===== config.mk =====
export PLATFORM = sky130hd
export DESIGN_NAME = uart_tx_fifo
export DESIGN_NICKNAME = d
export VERILOG_FILES = /design/src/rtl/uart_tx_fifo.sv
export SDC_FILE = /design/constraint.sdc
export NUM_CORES = 1
export LEC_CHECK = 0
export CORE_ASPECT_RATIO = 1.25
export CORE_MARGIN = 2
export CORE_UTILIZATION = 35
export DETAILED_ROUTE_END_ITERATION = 8
export GPL_TIMING_DRIVEN = 0
export PLACE_DENSITY = 0.57
export SLEW_MARGIN = 20
export SYNTH_ARGS = -nofsm -noshare
export SYNTH_HDL_FRONTEND = slang
export SYNTH_SLANG_ARGS = --single-unit

===== constraint.sdc =====
create_clock -name clk -period 3.6 [get_ports clk]
set_clock_uncertainty 0.2 [all_clocks]
set_input_delay 0.72 -clock clk [delete_from_list [all_inputs] [get_ports clk]]
set_output_delay 0.72 -clock clk [all_outputs]
set_load 0.05 [all_outputs]

===== src/rtl/uart_tx_fifo.sv =====
// ============================================================================
// Module   : uart_tx_fifo
// Purpose  : Buffered UART transmitter with configurable word width, parity
//            and stop bits. Optional line-break support via UART_TX_BREAK_EN.
// Revision : 1.0 - initial release
// ============================================================================
`default_nettype none

module uart_tx_fifo #(
    parameter int DATA_BITS    = 8,
    parameter int CLKS_PER_BIT = 434,
    parameter int FIFO_DEPTH   = 4,
    parameter int PARITY_MODE  = 0,
    parameter int STOP_BITS    = 1
) (
    input  logic                          clk,
    input  logic                          Tx_rst,
`ifdef UART_TX_BREAK_EN
    input  logic                          break_req,
`endif
    input  logic                          wr_en,
    input  logic [DATA_BITS-1:0]          wr_data,
    output logic                          full,
    output logic                          empty,
    output logic [$clog2(FIFO_DEPTH):0]   fifo_count,
    output logic                          overflow,
    output logic                          busy,
    output logic                          done,
    output logic                          transfere_data
);

    localparam int c_PTR_W  = $clog2(FIFO_DEPTH);
    localparam int c_CNT_W  = c_PTR_W + 1;
    localparam int c_BAUD_W = $clog2(CLKS_PER_BIT);
    localparam int c_BIT_W  = $clog2(DATA_BITS);

    localparam logic [c_CNT_W-1:0]  c_FULL      = c_CNT_W'(FIFO_DEPTH);
    localparam logic [c_BAUD_W-1:0] c_BAUD_LAST = c_BAUD_W'(CLKS_PER_BIT - 1);
    localparam logic [c_BAUD_W-1:0] c_BAUD_PRE  = c_BAUD_W'(CLKS_PER_BIT - 2);
    localparam logic [c_BIT_W-1:0]  c_BIT_LAST  = c_BIT_W'(DATA_BITS - 1);
    localparam logic [c_BIT_W-1:0]  c_STOP_LAST = c_BIT_W'(STOP_BITS - 1);

    localparam logic [2:0] c_IDLE   = 3'd0;
    localparam logic [2:0] c_START  = 3'd1;
    localparam logic [2:0] c_DATA   = 3'd2;
    localparam logic [2:0] c_PARITY = 3'd3;
    localparam logic [2:0] c_STOP   = 3'd4;

    logic [DATA_BITS-1:0] r_mem [FIFO_DEPTH];
    logic [c_PTR_W-1:0]   r_wr_ptr;
    logic [c_PTR_W-1:0]   r_rd_ptr;
    logic [c_CNT_W-1:0]   r_count;
    logic                 r_overflow;

    logic [2:0]           r_state;
    logic [c_BAUD_W-1:0]  r_baud;
    logic [c_BIT_W-1:0]   r_bit;
    logic [DATA_BITS-1:0] r_shift;
    logic                 r_par;
    logic                 r_line;
    logic                 r_done;
    logic                 r_busy;

    logic                 w_brk;
    logic                 w_brk_hold;
    logic                 w_push;
    logic                 w_pop;
    logic                 w_baud_end;
    logic [DATA_BITS-1:0] w_head;
    logic                 w_head_par;

`ifdef UART_TX_BREAK_EN
    // The extra registered copy keeps the line high for one cycle after a
    // break is released before the next start bit is allowed.
    logic r_brk_prev;

    always_ff @(posedge clk) begin
        if (Tx_rst) r_brk_prev <= 1'b0;
        else        r_brk_prev <= break_req;
    end

    assign w_brk      = break_req;
    assign w_brk_hold = break_req | r_brk_prev;
`else
    assign w_brk      = 1'b0;
    assign w_brk_hold = 1'b0;
`endif

    assign full       = (r_count == c_FULL);
    assign empty      = (r_count == '0);
    assign fifo_count = r_count;
    assign overflow   = r_overflow;

    assign w_push     = wr_en & ~full;
    assign w_pop      = (r_state == c_IDLE) & ~empty & ~w_brk_hold;
    assign w_baud_end = (r_baud == c_BAUD_LAST);
    assign w_head     = r_mem[r_rd_ptr];
    assign w_head_par = (PARITY_MODE == 2) ? ~(^w_head) : ^w_head;

    always_ff @(posedge clk) begin
        if (!Tx_rst && w_push) r_mem[r_wr_ptr] <= wr_data;
    end

    always_ff @(posedge clk) begin
        if (Tx_rst) begin
            r_wr_ptr   <= '0;
            r_rd_ptr   <= '0;
            r_count    <= '0;
            r_overflow <= 1'b0;
        end else begin
            if (w_push)         r_wr_ptr   <= r_wr_ptr + 1'b1;
            if (w_pop)          r_rd_ptr   <= r_rd_ptr + 1'b1;
            if (wr_en && full)  r_overflow <= 1'b1;
            case ({w_push, w_pop})
                2'b10:   r_count <= r_count + 1'b1;
                2'b01:   r_count <= r_count - 1'b1;
                default: r_count <= r_count;
            endcase
        end
    end

    always_ff @(posedge clk) begin
        if (Tx_rst) begin
            r_state <= c_IDLE;
            r_baud  <= '0;
            r_bit   <= '0;
            r_shift <= '0;
            r_par   <= 1'b0;
            r_line  <= 1'b1;
            r_done  <= 1'b0;
            r_busy  <= 1'b0;
        end else begin
            r_done <= 1'b0;
            case (r_state)
                c_IDLE: begin
                    r_baud <= '0;
                    r_bit  <= '0;
                    if (w_pop) begin
                        r_shift <= w_head;
                        r_par   <= w_head_par;
                        r_state <= c_START;
                        r_line  <= 1'b0;
                        r_busy  <= 1'b1;
                    end else begin
                        r_line  <= ~w_brk;
                    end
                end
                c_START: begin
                    if (w_baud_end) begin
                        r_baud  <= '0;
                        r_state <= c_DATA;
                        r_line  <= r_shift[0];
                    end else begin
                        r_baud  <= r_baud + 1'b1;
                    end
                end
                c_DATA: begin
                    if (w_baud_end) begin
                        r_baud <= '0;
                        if (r_bit == c_BIT_LAST) begin
                            r_bit <= '0;
                            if (PARITY_MODE != 0) begin
                                r_state <= c_PARITY;
                                r_line  <= r_par;
                            end else begin
                                r_state <= c_STOP;
                                r_line  <= 1'b1;
                            end
                        end else begin
                            r_bit   <= r_bit + 1'b1;
                            r_shift <= r_shift >> 1;
                            r_line  <= r_shift[1];
                        end
                    end else begin
                        r_baud <= r_baud + 1'b1;
                    end
                end
                c_PARITY: begin
                    if (w_baud_end) begin
                        r_baud  <= '0;
                        r_state <= c_STOP;
                        r_line  <= 1'b1;
                    end else begin
                        r_baud  <= r_baud + 1'b1;
                    end
                end
                c_STOP: begin
                    // done is raised one cycle early so it lines up with the
                    // final stop-bit cycle rather than the following idle one.
                    if (w_baud_end) begin
                        r_baud <= '0;
                        if (r_bit == c_STOP_LAST) begin
                            r_state <= c_IDLE;
                            r_busy  <= 1'b0;
                        end else begin
                            r_bit   <= r_bit + 1'b1;
                        end
                    end else begin
                        r_baud <= r_baud + 1'b1;
                        r_done <= (r_baud == c_BAUD_PRE) && (r_bit == c_STOP_LAST);
                    end
                end
                default: begin
                    r_state <= c_IDLE;
                    r_line  <= 1'b1;
                    r_busy  <= 1'b0;
                end
            endcase
        end
    end

    assign transfere_data = r_line;
    assign done           = r_done;
    assign busy           = r_busy;

endmodule

`default_nettype wire


# Word-level counts from Yosys, hierarchy flattened
# Memory sizes are Yosys's and may differ from the RTL's. A register that Yosys moved wholly into a read port is not among the register bits.
# Cells that the tools add are included.
# totals
ff_bits	34
ramBits	32
inputBits	11
elab_cells	96
n_memories	1
# memory_table
name	words	width	rd	rd_clocked_by_memory_dff	write_ports	line_no	source
r_mem	4	8	1	1	1	49	logic [DATA_BITS-1:0] r_mem [FIFO_DEPTH];
# op_classes
add_sub_neg	6
eq_ne	19
mux	34
bitwise_logic	6
reduce_logical	19
# op_table
op	count
$mux W3	11
$mux W8	3
$eq A9 B9 Y1 const B	2
$ne A2 B2 Y1 const B	9
$pmux W9 S2	1
$pmux W8 S2	1
$reduce_and A4 Y1	4
$pmux W3 S5	1
$mux W1	10
$add A9 B1 Y9 const B	1
$eq A3 B3 Y1 const B	3
$logic_not A3 Y1	3
$mux W9	1
$pmux W3 S3	1
$reduce_and A7 Y1	1
$add A3 B1 Y3 const B	2
$eq A3 B2 Y1 const B	2
$pmux W3 S2	1
$reduce_bool A2 Y1	3
$reduce_or A3 Y1	2
$pmux W1 S5	1
$add A2 B1 Y2 const B	2
$mux W2	2
$not A1 Y1	4
10 further kinds	13

# Logic depth before layout (Yosys ltp)
# Gate-level depths: netlist of run 1.
# depth
depth_word	6
depth_mapped	11
mapped_depth_nobuf	9

# Least setup slack after synthesis of run 1
# No wires, ideal clock.
# synth_path
kind	reg-to-reg
start	reg r_count[2] (netlist: fifo_count[2])
end	reg r_count[2] (netlist: fifo_count[2])
setup_ps	71
arrival_ps	3450
slack_ps	-121
stages_incl_launch_ff	9
path_buffers	0
synth_period_minus_slack_ps	3721
path_cell_list	dfxtp_1 nor3b_1 nand2b_1 ha_1 inv_1 fa_1 xor2_1 or3_1 a21oi_1
# synth_between
elab_chain_cells	5
# synth_rtl
element	line_no	source
start, declared	52	logic [c_CNT_W-1:0] r_count;
start signal, assigned	115	2'b10: r_count <= r_count + 1'b1;
start signal, assigned	116	2'b01: r_count <= r_count - 1'b1;
start signal, assigned	117	default: r_count <= r_count;
$eq A3 B3 Y1 (*)	89	assign full = (r_count == c_FULL);
via full	23	output logic full,
$not A1 Y1 (*)	94	assign w_push = wr_en & ~full;
$and A1 B1 Y1 (*)	94	
$eq A2 B1 Y1 or $eq A2 B2 Y1 (tied branches)	114	case ({w_push, w_pop})
$pmux W3 S2 or $reduce_bool A2 Y1 (tied branches)	--	
# Mark *: on every way through the listed nets, which the timed path passes. The rest lies on a longest branch.
# A chain may end at the register's enable or synchronous reset.

# Worst setup path after layout of run 1
# layout_path
start	reg r_state[2]
end	reg r_count[2] (netlist: fifo_count[2])
# layout_between
elab_chain_cells	4
# layout_rtl
element	line_no	source
start, declared	55	logic [2:0] r_state;
start signal, assigned	124	r_state <= c_IDLE;
start signal, assigned	141	r_state <= c_START;
start signal, assigned	151	r_state <= c_DATA;
$logic_not A3 Y1 (*)	95	assign w_pop = (r_state == c_IDLE) & ~empty & ~w_brk_hold;
$and A1 B1 Y1 (*)	95	
via w_pop	67	logic w_pop;
$eq A2 B1 Y1 or $eq A2 B2 Y1 (tied branches)	114	
$pmux W3 S2 or $reduce_bool A2 Y1 (tied branches)	--	
# Marked as above.

==> impl_results.md, run 1 <==
- Status: completed
- CP max-delay cell: nor3_2
- Syn nets: 307
- Clock H-tree levels: 3
- Layout cells sized above 1: 0.1101
- Routed WL: between 6000 and 7000 µm
- Diode count: 0
- CP max FO: 10
- Largest net degree at the start of global routing: 14
- CTS max path bufs: 2
- DRC violations left: 0
- Worst setup EP type: register
- Vias: about 2,200
- Crit Path Class: register to register
- Most frequent cells in the layout: nor2_1, dfxtp_1, edfxtp_1, clkdlybuf4s50_1, inv_1
- Die Wd: about 90 µm
- Proportion of synthesized area in mux cells: 0.07475
- Global-route wire length before repair: around 10,000 µm
- Core Util, Final: 0.4262
- Final setup fails: 0
- I/O pins: 20
- Post-layout instance area: ~0.0037 mm²
- Nets: about 340
- Unrepaired setup endpoints after global routing: false
- Post-DP Area: between 0.003 and 0.004 mm²
- Skew-Pair Late Insertion Delay: approximately 0.34 ns
- Synth Area in Simple Gates: 0.2028
- Setup TNS: 0 ns
- Compound-Gate Fraction of Synth Area: 0.07992
- CTS tree: yes
- Row Count: 38
- CTS sink cnt: between 60 and 70
- Largest family of logic cells by synthesized area: simple AND/OR/NAND/NOR gates
- Initial DRT Pass Iterations: 4
- Antenna Nets Post-Route: 0
- Worst path max stage delay: around 0.48 ns
- Cell count after synthesis: approximately 280
- Antenna violations before repair: 0
- Fin crit period: about 3.2 ns
- Final Cycle Share: 0.8893
- Final Hold Viols: 0
- Avg Synthesized Cell Area: between 10 and 15 µm²
- Die Y: 110.0 µm
- Critical Path, Cell by Cell: clkbuf_1, nor3_2, nand2_1, inv_1, buf_2, ha_1, inv_1, fa_1, xor2_1, or3_1, a21oi_1
- Drt wl/cell: roughly 14 µm
- Type of the most critical hold path: register to register
- Syn. warnings: 0
- Total congestion overflow: 0
- TritonCTS Buffers: 9
- Worst-path clk slew: ~0.08 ns
- Hold_buf cts: 0
- WP data required: roughly 3.7 ns
- Register bit count reported by yosys: between 60 and 70
- Max capacitance violation total: 0
- Port Buf Inserts: 18
- Worst-Margin Slew: around 0.99 ns
- Worst vdd ir: between 300 and 400 µV
- Syn Std Cell Area: around 0.0031 mm²
- Initial core utilization: 0.3617
- Predominant post-synthesis flop cell: dfxtp_1
- PD cells: 675.8 mW/mm²
- Vias per cell: around 5.0
- Hpwl dp: 4272 µm
- Setup bufs post-CTS: 0
- Worst rel slew slack: 0.3326
- CTS resizes: 0
- Vias in the first global route: 2,082
- Synth cell types: 48
- CP Launch Type: register
- Total global-route track usage: 0.1371
- P&R area growth vs syn: 17.85%
- Final Wtd Congestion: 0.7859
- Xor/xnor share of the synthesized area: 0.01948
- Leakage: 1.271 nW
- Register area share after synthesis: 0.5344
- Core ar.: 0.008701 mm²
- Fmax: between 300 and 400 MHz
- Initial drt markers: approximately 90
- CP most frequent cell: inv_1
- Post-synth EDFFs: 32
- Slew Limit Fails: 0
- Asr flop ratio synth: 0
- Synth Area in Adders: 0.05010
- CP arrival: 3.28 ns
- Die area: just under 0.01 mm²
- Clock Tree Root: clkbuf_8
sequential cells by signal, summed over array words and instances, names as in the netlist, named ones only:
name / flops
r_baud: 9
r_mem: 32
done: 1
r_state: 3
busy: 1
r_rd_ptr: 2
overflow: 1
r_wr_ptr: 2
transfere_data: 1
r_shift: 8
r_bit: 3
fifo_count: 3
through the flow:
step           setup WS [ns]  instances  hold slack, ns  power, mW
6_report              0.3985        438          0.2827      2.506
5_1_grt               0.1926        438          0.3274      2.662
4_1_cts              0.09612        438          0.2866      2.536
3_5_place_dp         0.09489        422          0.2676      1.829
2_1_floorplan         0.4200        284          0.2593      1.618
3_3_place_gp          0.1749        422          0.2525      1.820
area by class of cell:
class,instances,area (µm²)
inverters,12,45.04
repair buffers,18,180.2
fillers,813,4992
plain buffers,16,76.32
clock inverters,7,97.59
clock buffers,9,123.9
multi-input cells,188,1354
flip-flops and latches,68,1682
well taps,120,150.1
power by group:
part           internal, mW  leakage [nW]  total [mW]  switching [mW]
Clock                 0.394         0.108       0.701           0.307
Sequential            0.921         0.585       0.991          0.0694
Combinational         0.334         0.579       0.815           0.481
layer usage:
layer | global-route usage | part of all wire | vias up | routed length, µm
met4 | 0.06385 | 0.020 | 0 | 119
met3 | 0.03351 | 0.027 | 10 | 165
met1 | 0.1687 | 0.45 | 1027 | 2698
met2 | 0.2249 | 0.51 | 48 | 3062
li1 | - | - | 1093 | -
met5 | 0 | 0 | - | 0
synthesized netlist by cell type, types with 2 or more instances:
cell	n	area (µm²)
or3b_2	2	17.52
a31oi_1	7	43.79
nand3_1	8	40.04
nand4_1	3	18.77
xnor2_1	2	17.52
clkbuf_1	10	37.54
nand2_1	10	37.54
o211ai_1	3	22.52
dfxtp_1	36	720.7
mux4_2	8	180.2
o22ai_1	2	12.51
ha_1	11	137.6
o21ai_0	8	40.04
a211oi_1	4	30.03
nor2_1	36	135.1
buf_6	2	22.52
nor3_1	12	60.06
or3_1	5	31.28
nor4_1	9	56.30
nor3b_1	3	22.52
nand2b_1	10	62.56
nor2b_1	2	12.51
xor2_1	5	43.79
mux2i_1	4	40.04
nand3b_1	2	15.01
edfxtp_1	32	960.9
a21oi_1	9	45.04
buf_1	3	11.26
and2_1	6	37.54
inv_1	12	45.04
final timing paths:
kind,start,endpoint,slack (ns),cells past startpoint
hold reg to reg,overflow,overflow,0.28,2
setup / recovery,r_state[2],fifo_count[2],0.40,11
setup reg to reg,r_state[2],fifo_count[2],0.40,11
hold / removal,overflow,overflow,0.28,2
cells by family (layout without fill, tap and decap cells):
kind of cell               count (synthesis)  after routing
DFF                                       68             68
buffers and inverters                     28             62
muxes                                     13             13
AOI/OAI and AO/OA                         38             38
adders and majority gates                 12             12
and+or+nand+nor                          118            118
xor gates and xnor gates                   7              7
worst max-delay path, delay by kind of cell, from the launching register on:
family | cells | cell delay (ns)
buf+inv | 4 | 0.67
simple gates | 3 | 1.08
xor+xnor | 1 | 0.16
compound gates | 1 | 0.14
flops | 1 | 0.30
fa+ha+maj | 2 | 0.59
Note: power is estimated with default switching activity, not from simulation.
==> inputs of run 2 (changes only) <==
--- a/config.mk
+++ b/config.mk
@@ -11,7 +11,8 @@
 export DETAILED_ROUTE_END_ITERATION = 8
 export GPL_TIMING_DRIVEN = 0
 export PLACE_DENSITY = 0.57
-export SLEW_MARGIN = 20
+export SKIP_LAST_GASP = 1
+export SLEW_MARGIN = 30
 export SYNTH_ARGS = -nofsm -noshare
 export SYNTH_HDL_FRONTEND = slang
 export SYNTH_SLANG_ARGS = --single-unit
==> results of run 2 <==
Same layout as run 1: the final DEF is identical, and so are final timing and power.
